**src/rtl/ugen_dual_rng.sv**
```systemverilog
// ugen_dual_rng: binary-to-unary stream source for the stochastic sqrt kernel.
// Converts a latched BW-bit operand into exactly 2^BW unary bits using a
// full-period (zero-inclusive) LFSR, and provides a second independent random
// number per valid cycle for the kernel's output comparator.
// Optional feature macro: UGEN_HOLD_EN adds a 'hold' input that stalls RUN.
module ugen_dual_rng #(
  parameter int unsigned BW     = 6,
  parameter int unsigned SEED_A = 1,
  parameter int unsigned SEED_B = 5
) (
  input  logic          clk,
  input  logic          rst_n,
  input  logic          start,
  input  logic [BW-1:0] srcVal,
`ifdef UGEN_HOLD_EN
  input  logic          hold,
`endif
  output logic          busy,
  output logic          done,
  output logic          valid,
  output logic          bitOut,
  output logic [BW-1:0] randNum
);

  localparam int unsigned CW = BW + 1;
  localparam logic [CW-1:0] LAST_CNT = CW'((1 << BW) - 1);
  // Feedback tap masks (bit n-1 corresponds to x^n of the polynomial)
  localparam logic [BW-1:0] TAPS = BW'((BW == 3) ? 8'h06 :
                                       (BW == 4) ? 8'h0C :
                                       (BW == 5) ? 8'h14 :
                                       (BW == 6) ? 8'h30 :
                                       (BW == 7) ? 8'h60 : 8'hB8);
  localparam logic [BW-1:0] SEED_A_V = BW'(SEED_A);
  localparam logic [BW-1:0] SEED_B_V = BW'(SEED_B);

  typedef enum logic [1:0] {
    S_IDLE = 2'd0,
    S_RUN  = 2'd1,
    S_DONE = 2'd2
  } state_e;

  // de Bruijn step: the NOR term splices the all-zero state into the cycle
  function automatic logic [BW-1:0] lfsr_next(input logic [BW-1:0] r);
    logic fb;
    fb = (^(r & TAPS)) ^ ~(|r[BW-2:0]);
    return {r[BW-2:0], fb};
  endfunction

  function automatic logic [BW-1:0] bit_rev(input logic [BW-1:0] v);
    logic [BW-1:0] o;
    for (int i = 0; i < BW; i++) begin
      o[i] = v[BW-1-i];
    end
    return o;
  endfunction

  state_e        state_q, state_d;
  logic [BW-1:0] src_q, src_d;
  logic [BW-1:0] rnga_q, rnga_d;
  logic [BW-1:0] rngb_q, rngb_d;
  logic [CW-1:0] cnt_q, cnt_d;
  logic          busy_q, busy_d;
  logic          done_q, done_d;
  logic          valid_q, valid_d;
  logic          bit_q, bit_d;
  logic [BW-1:0] rand_q, rand_d;
  logic          stall_c;

`ifdef UGEN_HOLD_EN
  assign stall_c = hold;
`else
  assign stall_c = 1'b0;
`endif

  // Next-state and registered-output computation
  always_comb begin
    state_d = state_q;
    src_d   = src_q;
    rnga_d  = rnga_q;
    rngb_d  = rngb_q;
    cnt_d   = cnt_q;
    busy_d  = 1'b0;
    done_d  = 1'b0;
    valid_d = 1'b0;
    bit_d   = bit_q;
    rand_d  = rand_q;
    case (state_q)
      S_IDLE: begin
        if (start) begin
          src_d   = srcVal;
          rnga_d  = SEED_A_V;
          rngb_d  = SEED_B_V;
          cnt_d   = '0;
          state_d = S_RUN;
          busy_d  = 1'b1;
        end
      end
      S_RUN: begin
        busy_d = 1'b1;
        if (!stall_c) begin
          bit_d   = (src_q > rnga_q);
          rand_d  = bit_rev(rngb_q);
          valid_d = 1'b1;
          rnga_d  = lfsr_next(rnga_q);
          rngb_d  = lfsr_next(rngb_q);
          cnt_d   = cnt_q + CW'(1);
          if (cnt_q == LAST_CNT) begin
            state_d = S_DONE;
            busy_d  = 1'b0;
          end
        end
      end
      S_DONE: begin
        done_d  = 1'b1;
        state_d = S_IDLE;
      end
      default: state_d = S_IDLE;
    endcase
  end

  // State and output registers; reset aborts any stream in progress
  always_ff @(posedge clk or negedge rst_n) begin
    if (!rst_n) begin
      state_q <= S_IDLE;
      src_q   <= '0;
      rnga_q  <= SEED_A_V;
      rngb_q  <= SEED_B_V;
      cnt_q   <= '0;
      busy_q  <= 1'b0;
      done_q  <= 1'b0;
      valid_q <= 1'b0;
      bit_q   <= 1'b0;
      rand_q  <= '0;
    end else begin
      state_q <= state_d;
      src_q   <= src_d;
      rnga_q  <= rnga_d;
      rngb_q  <= rngb_d;
      cnt_q   <= cnt_d;
      busy_q  <= busy_d;
      done_q  <= done_d;
      valid_q <= valid_d;
      bit_q   <= bit_d;
      rand_q  <= rand_d;
    end
  end

  assign busy    = busy_q;
  assign done    = done_q;
  assign valid   = valid_q;
  assign bitOut  = bit_q;
  assign randNum = rand_q;

endmodule

```
**config.mk**
```make
export PLATFORM = sky130hd
export DESIGN_NAME = ugen_dual_rng
export DESIGN_NICKNAME = d
export VERILOG_FILES = /design/src/rtl/ugen_dual_rng.sv
export SDC_FILE = /design/constraint.sdc
export NUM_CORES = 1
export LEC_CHECK = 0
export ABC_AREA = 1
export BUFFER_PORTS_ARGS = -buffer_cell sky130_fd_sc_hd__buf_2
export CAP_MARGIN = 0
export CORE_ASPECT_RATIO = 0.6
export CORE_UTILIZATION = 50
export CTS_CLUSTER_DIAMETER = 100
export CTS_CLUSTER_SIZE = 20
export DETAILED_ROUTE_END_ITERATION = 12
export PLACE_DENSITY = 0.69
export SYNTH_ARGS = -nofsm -noshare
export SYNTH_HDL_FRONTEND = slang
export SYNTH_SLANG_ARGS = --single-unit
```
**constraint.sdc**
```tcl
create_clock -name clk -period 1.26 [get_ports clk]
set_input_delay 0.252 -clock clk [delete_from_list [all_inputs] [get_ports clk]]
set_output_delay 0.252 -clock clk [all_outputs]
set_load 0.05 [all_outputs]
```
==> run_summary.xml <==
<?xml version="1.0" encoding="UTF-8"?>
<metrics>
  <group name="cts">
    <metric name="tritoncts_num_sinks" unit="">37</metric>
    <metric name="clock_path_buffers" unit="">2</metric>
    <metric name="cts_inserted_buffers" unit="">5</metric>
    <metric name="tritoncts_clock_tree" unit="">yes</metric>
    <metric name="cts.reportedPaths.clkPinSlew" unit="ns">0.07</metric>
    <metric name="clkLatencyLatePin" unit="ns">0.29</metric>
    <metric name="clockRootBuffer" unit="">sky130_fd_sc_hd__clkbuf_8</metric>
    <metric name="h-tree-depth" unit="">2</metric>
  </group>
  <group name="grt">
    <metric name="grt_overflow_total" unit="">0</metric>
    <metric name="first_pass_grt_wire_length" unit="mm">5.45</metric>
    <metric name="track_usage" unit="%">20.9</metric>
    <metric name="antenna_violations_before_repair" unit="">0</metric>
    <metric name="number_of_global_route_vias_before_repair" unit="">1230</metric>
    <metric name="maximum_number_of_pins_on_one_net_before_global_route_repair" unit="">38</metric>
  </group>
  <group name="critical_path">
    <metric name="reg2reg_slack" unit="ns">0.03</metric>
    <metric name="worstSetupStartpointType" unit="">flip-flop</metric>
    <metric name="critical_path_arrival" unit="ns">1.46</metric>
    <metric name="worstSetupPathType" unit="">reg2reg</metric>
    <metric name="r2r_end" unit="">bitOut</metric>
    <metric name="worst_flop_to_flop_path_startpoint" unit="">rnga_q[5]</metric>
    <metric name="timing.critical_path.to" unit="">bitOut</metric>
    <metric name="timing.critical_path.to_type" unit="">flip-flop</metric>
    <metric name="critPathRequiredTime" unit="ns">1.49</metric>
    <metric name="worst-path-max-fanout" unit="">3</metric>
    <metric name="timing.reg2reg.worst_path_depth" unit="">8</metric>
    <metric name="start_point_of_the_critical_path" unit="">rnga_q[5]</metric>
  </group>
  <group name="routing">
    <metric name="detailroute.wirelength.met2" unit="mm">1.45</metric>
    <metric name="route.top_layer_used" unit="">met4</metric>
    <metric name="post-route-drc-count" unit="">0</metric>
    <metric name="antenna_left" unit="">0</metric>
    <metric name="drt_iter0_drc" unit="">66</metric>
    <metric name="met3_length" unit="um">161</metric>
    <metric name="via_per_inst" unit="">5.03</metric>
    <metric name="wl_met1" unit="mm">1.67</metric>
    <metric name="postRouteWirelength" unit="mm">3.30</metric>
    <metric name="detail_route.first_pass.iterations" unit="">5</metric>
    <metric name="route.detailed.wl_per_inst" unit="um">12.7</metric>
    <metric name="via_count" unit="">1303</metric>
  </group>
  <group name="synthesis">
    <metric name="post_synth_main_area_contributors" unit="">sky130_fd_sc_hd__dfrtp_1 (52%), sky130_fd_sc_hd__nand2_1 (12%), sky130_fd_sc_hd__ha_1 (5.3%)</metric>
    <metric name="post_synth_instance_area" unit="um^2">1640</metric>
    <metric name="yosys_warnings" unit="">0</metric>
    <metric name="number_of_distinct_standard_cells_referenced_by_the_synthesized_netlist" unit="">20</metric>
    <metric name="post_synth_inst_count" unit="">183</metric>
    <metric name="register_bit_total_from_synthesis" unit="">37</metric>
    <metric name="synth_top_area_cell" unit="">sky130_fd_sc_hd__dfrtp_1</metric>
    <metric name="synth_sequential_area_ratio" unit="%">56.5</metric>
    <metric name="syn_nets" unit="">199</metric>
    <metric name="synth_top_cell_area_share" unit="%">51.8</metric>
    <metric name="syn-mean-instance-area" unit="um^2">8.98</metric>
  </group>
  <group name="final_layout">
    <metric name="layout-area-overhead-vs-synth" unit="%">20.8</metric>
    <metric name="ratio_of_cells_with_drive_above_1_in_the_final_layout" unit="%">23.5</metric>
    <metric name="final.fill_count" unit="">253</metric>
    <metric name="layout.nets" unit="">232</metric>
    <metric name="finish.cell_count_without_fillers" unit="">259</metric>
    <metric name="number_of_antenna_repair_diodes" unit="">0</metric>
    <metric name="final_util" unit="%">66.1</metric>
  </group>
  <group name="die">
    <metric name="die_width" unit="um">76.0</metric>
    <metric name="floorplan.core_area" unit="um^2">3000</metric>
    <metric name="io_pins" unit="">19</metric>
    <metric name="dieArea" unit="um^2">3530</metric>
    <metric name="floorplan.die.height" unit="um">46.4</metric>
    <metric name="start_util" unit="%">54.8</metric>
    <metric name="placement_rows" unit="">15</metric>
  </group>
  <group name="sta">
    <metric name="final-setup-viol-count" unit="">0</metric>
    <metric name="worst_slew_pin_tran" unit="ns">0.250</metric>
    <metric name="timing_max_transition_violations_final" unit="">0</metric>
    <metric name="finalSetupTns" unit="ns">0</metric>
    <metric name="fmax" unit="GHz">0.810</metric>
    <metric name="hold_viol" unit="">0</metric>
    <metric name="max-slew-margin-rel" unit="%">83.4</metric>
    <metric name="rsz_0062_raised_after_global_routing" unit="">true</metric>
    <metric name="clock_skew" unit="ns">0.00935</metric>
    <metric name="period_share" unit="%">98.0</metric>
    <metric name="finalWorstPathRequiredPeriod" unit="ns">1.23</metric>
  </group>
  <group name="place">
    <metric name="place_inst" unit="">247</metric>
    <metric name="gp_congestion" unit="">0.809</metric>
    <metric name="io_buffer_count" unit="">18</metric>
    <metric name="post-dp-hpwl" unit="mm">2.12</metric>
  </group>
  <group name="power_and_ir_drop">
    <metric name="static-leakage-power" unit="nW">1.01</metric>
    <metric name="vdd_drop_max" unit="V">0.000809</metric>
    <metric name="pwr_density_cell" unit="nW/um^2">1050</metric>
    <metric name="report.power.total" unit="mW">2.08</metric>
  </group>
  <group name="job">
    <metric name="maxCapViolations" unit="">0</metric>
  </group>
  <group name="min_path">
    <metric name="class_of_the_tightest_hold_or_removal_check" unit="">in2reg</metric>
  </group>
  <group name="outcome">
    <metric name="outcome" unit="">finished clean</metric>
  </group>
</metrics>
[synthesized netlist by cell type, drive strengths merged]
cell type and count:
nor2 19, buf 4, ha 7, nand4 2, nand2 55, o21bai 1
inv 24, a21oi 8, o21ai 8, a22o 1, nand3 9, o22ai 8
dfrtp 34, dfstp 3
[layer usage]
metal	vias to the layer above	GRT usage (%)
met5	-	0
met4	0	9.23
met3	4	6.14
met2	35	34.0
met1	618	26.9
li1	646	-
[area by class of cell]
type | count | area [um^2] | area share, %
sequential | 37 | 930 | 46.8
multi-input combinational | 118 | 612 | 30.8
timing repair buffer | 30 | 211 | 10.6
clock buffer | 8 | 90.1 | 4.54
inverter | 24 | 90.1 | 4.54
tap | 42 | 52.6 | 2.65
[state kept, by name, indices dropped and copies added (netlist names)]
name and count:
src_q 6, state_q 2, bitOut 1, rnga_q 6
done 1, rngb_q 6, cnt_q 7, valid 1
randNum 6, busy 1
[layout by cell type, fill, tap and decap left out, drive strengths merged]
cell         instances
inv                 24
nand2               55
o21bai               1
o22ai                8
a22o                 1
nor2                19
nand3                9
nand4                2
buf                 29
a21oi                8
dlygate4sd3          1
dfstp                3
dfrtp               34
clkbuf               8
ha                   7
o21ai                8
[logic make-up after synthesis]
| kind of cell | share of synthesized area, % |
|---|---|
| simple gates | 21.0 |
| flops | 56.5 |
| buf+inv | 8.22 |
| compound gates | 8.90 |
| fa+ha+maj | 5.33 |
[critical path, stage by stage, from the launching register on]
cell and delay (ns):
sky130_fd_sc_hd__dfrtp_1 0.37, sky130_fd_sc_hd__inv_1 0.09, sky130_fd_sc_hd__ha_4 0.28, sky130_fd_sc_hd__nand2_1 0.07, sky130_fd_sc_hd__nor2_2 0.11, sky130_fd_sc_hd__nand2_1 0.08
sky130_fd_sc_hd__nand3_1 0.07, sky130_fd_sc_hd__nand2_1 0.06, sky130_fd_sc_hd__nand2_1 0.05
[report_power, final]
group,internal (mW),switching (mW),total (mW)
registers,1.19,0,1.19
clock network,0.446,0.401,0.847
logic,0.0175,0.0291,0.0466
total,1.65,0.430,2.08
[metrics by stage]
stage | cell area (um^2) | setup slack [ns] | hold slack (ns)
final | 1990 | 0.0257 | 0.159
after global placement | 1830 | 0.0705 | 0.226
after floorplan | 1640 | 0.126 | -0.0436
after detailed placement | 1830 | 0.0291 | 0.231
after CTS | 1940 | 0.0142 | 0.158
after global routing | 1990 | -0.0331 | 0.182
[worst min path at each step]
stage / slack, ns / cells past startpoint / startpoint / endpoint
floorplan: -0.04 / 0 / rst_n / bitOut
global placement: 0.23 / 2 / rst_n / src_q[4]
detailed placement: 0.23 / 2 / rst_n / src_q[4]
CTS: 0.16 / 3 / srcVal[1] / src_q[1]
global route: 0.18 / 3 / srcVal[0] / src_q[0]
finish: 0.16 / 3 / srcVal[1] / src_q[1]
[what timing repair did]
action                                  in CTS  in global routing
endpoints found under the hold margin       34                  0
gates cloned                                 0                  0
setup buffers                                1                  2
endpoints found under the setup margin       1                  7
hold buffers                                 1                  0
pin swaps                                    0                  1
resized for setup                            1                  8
No activity file was read; power rests on OpenSTA's default activity.
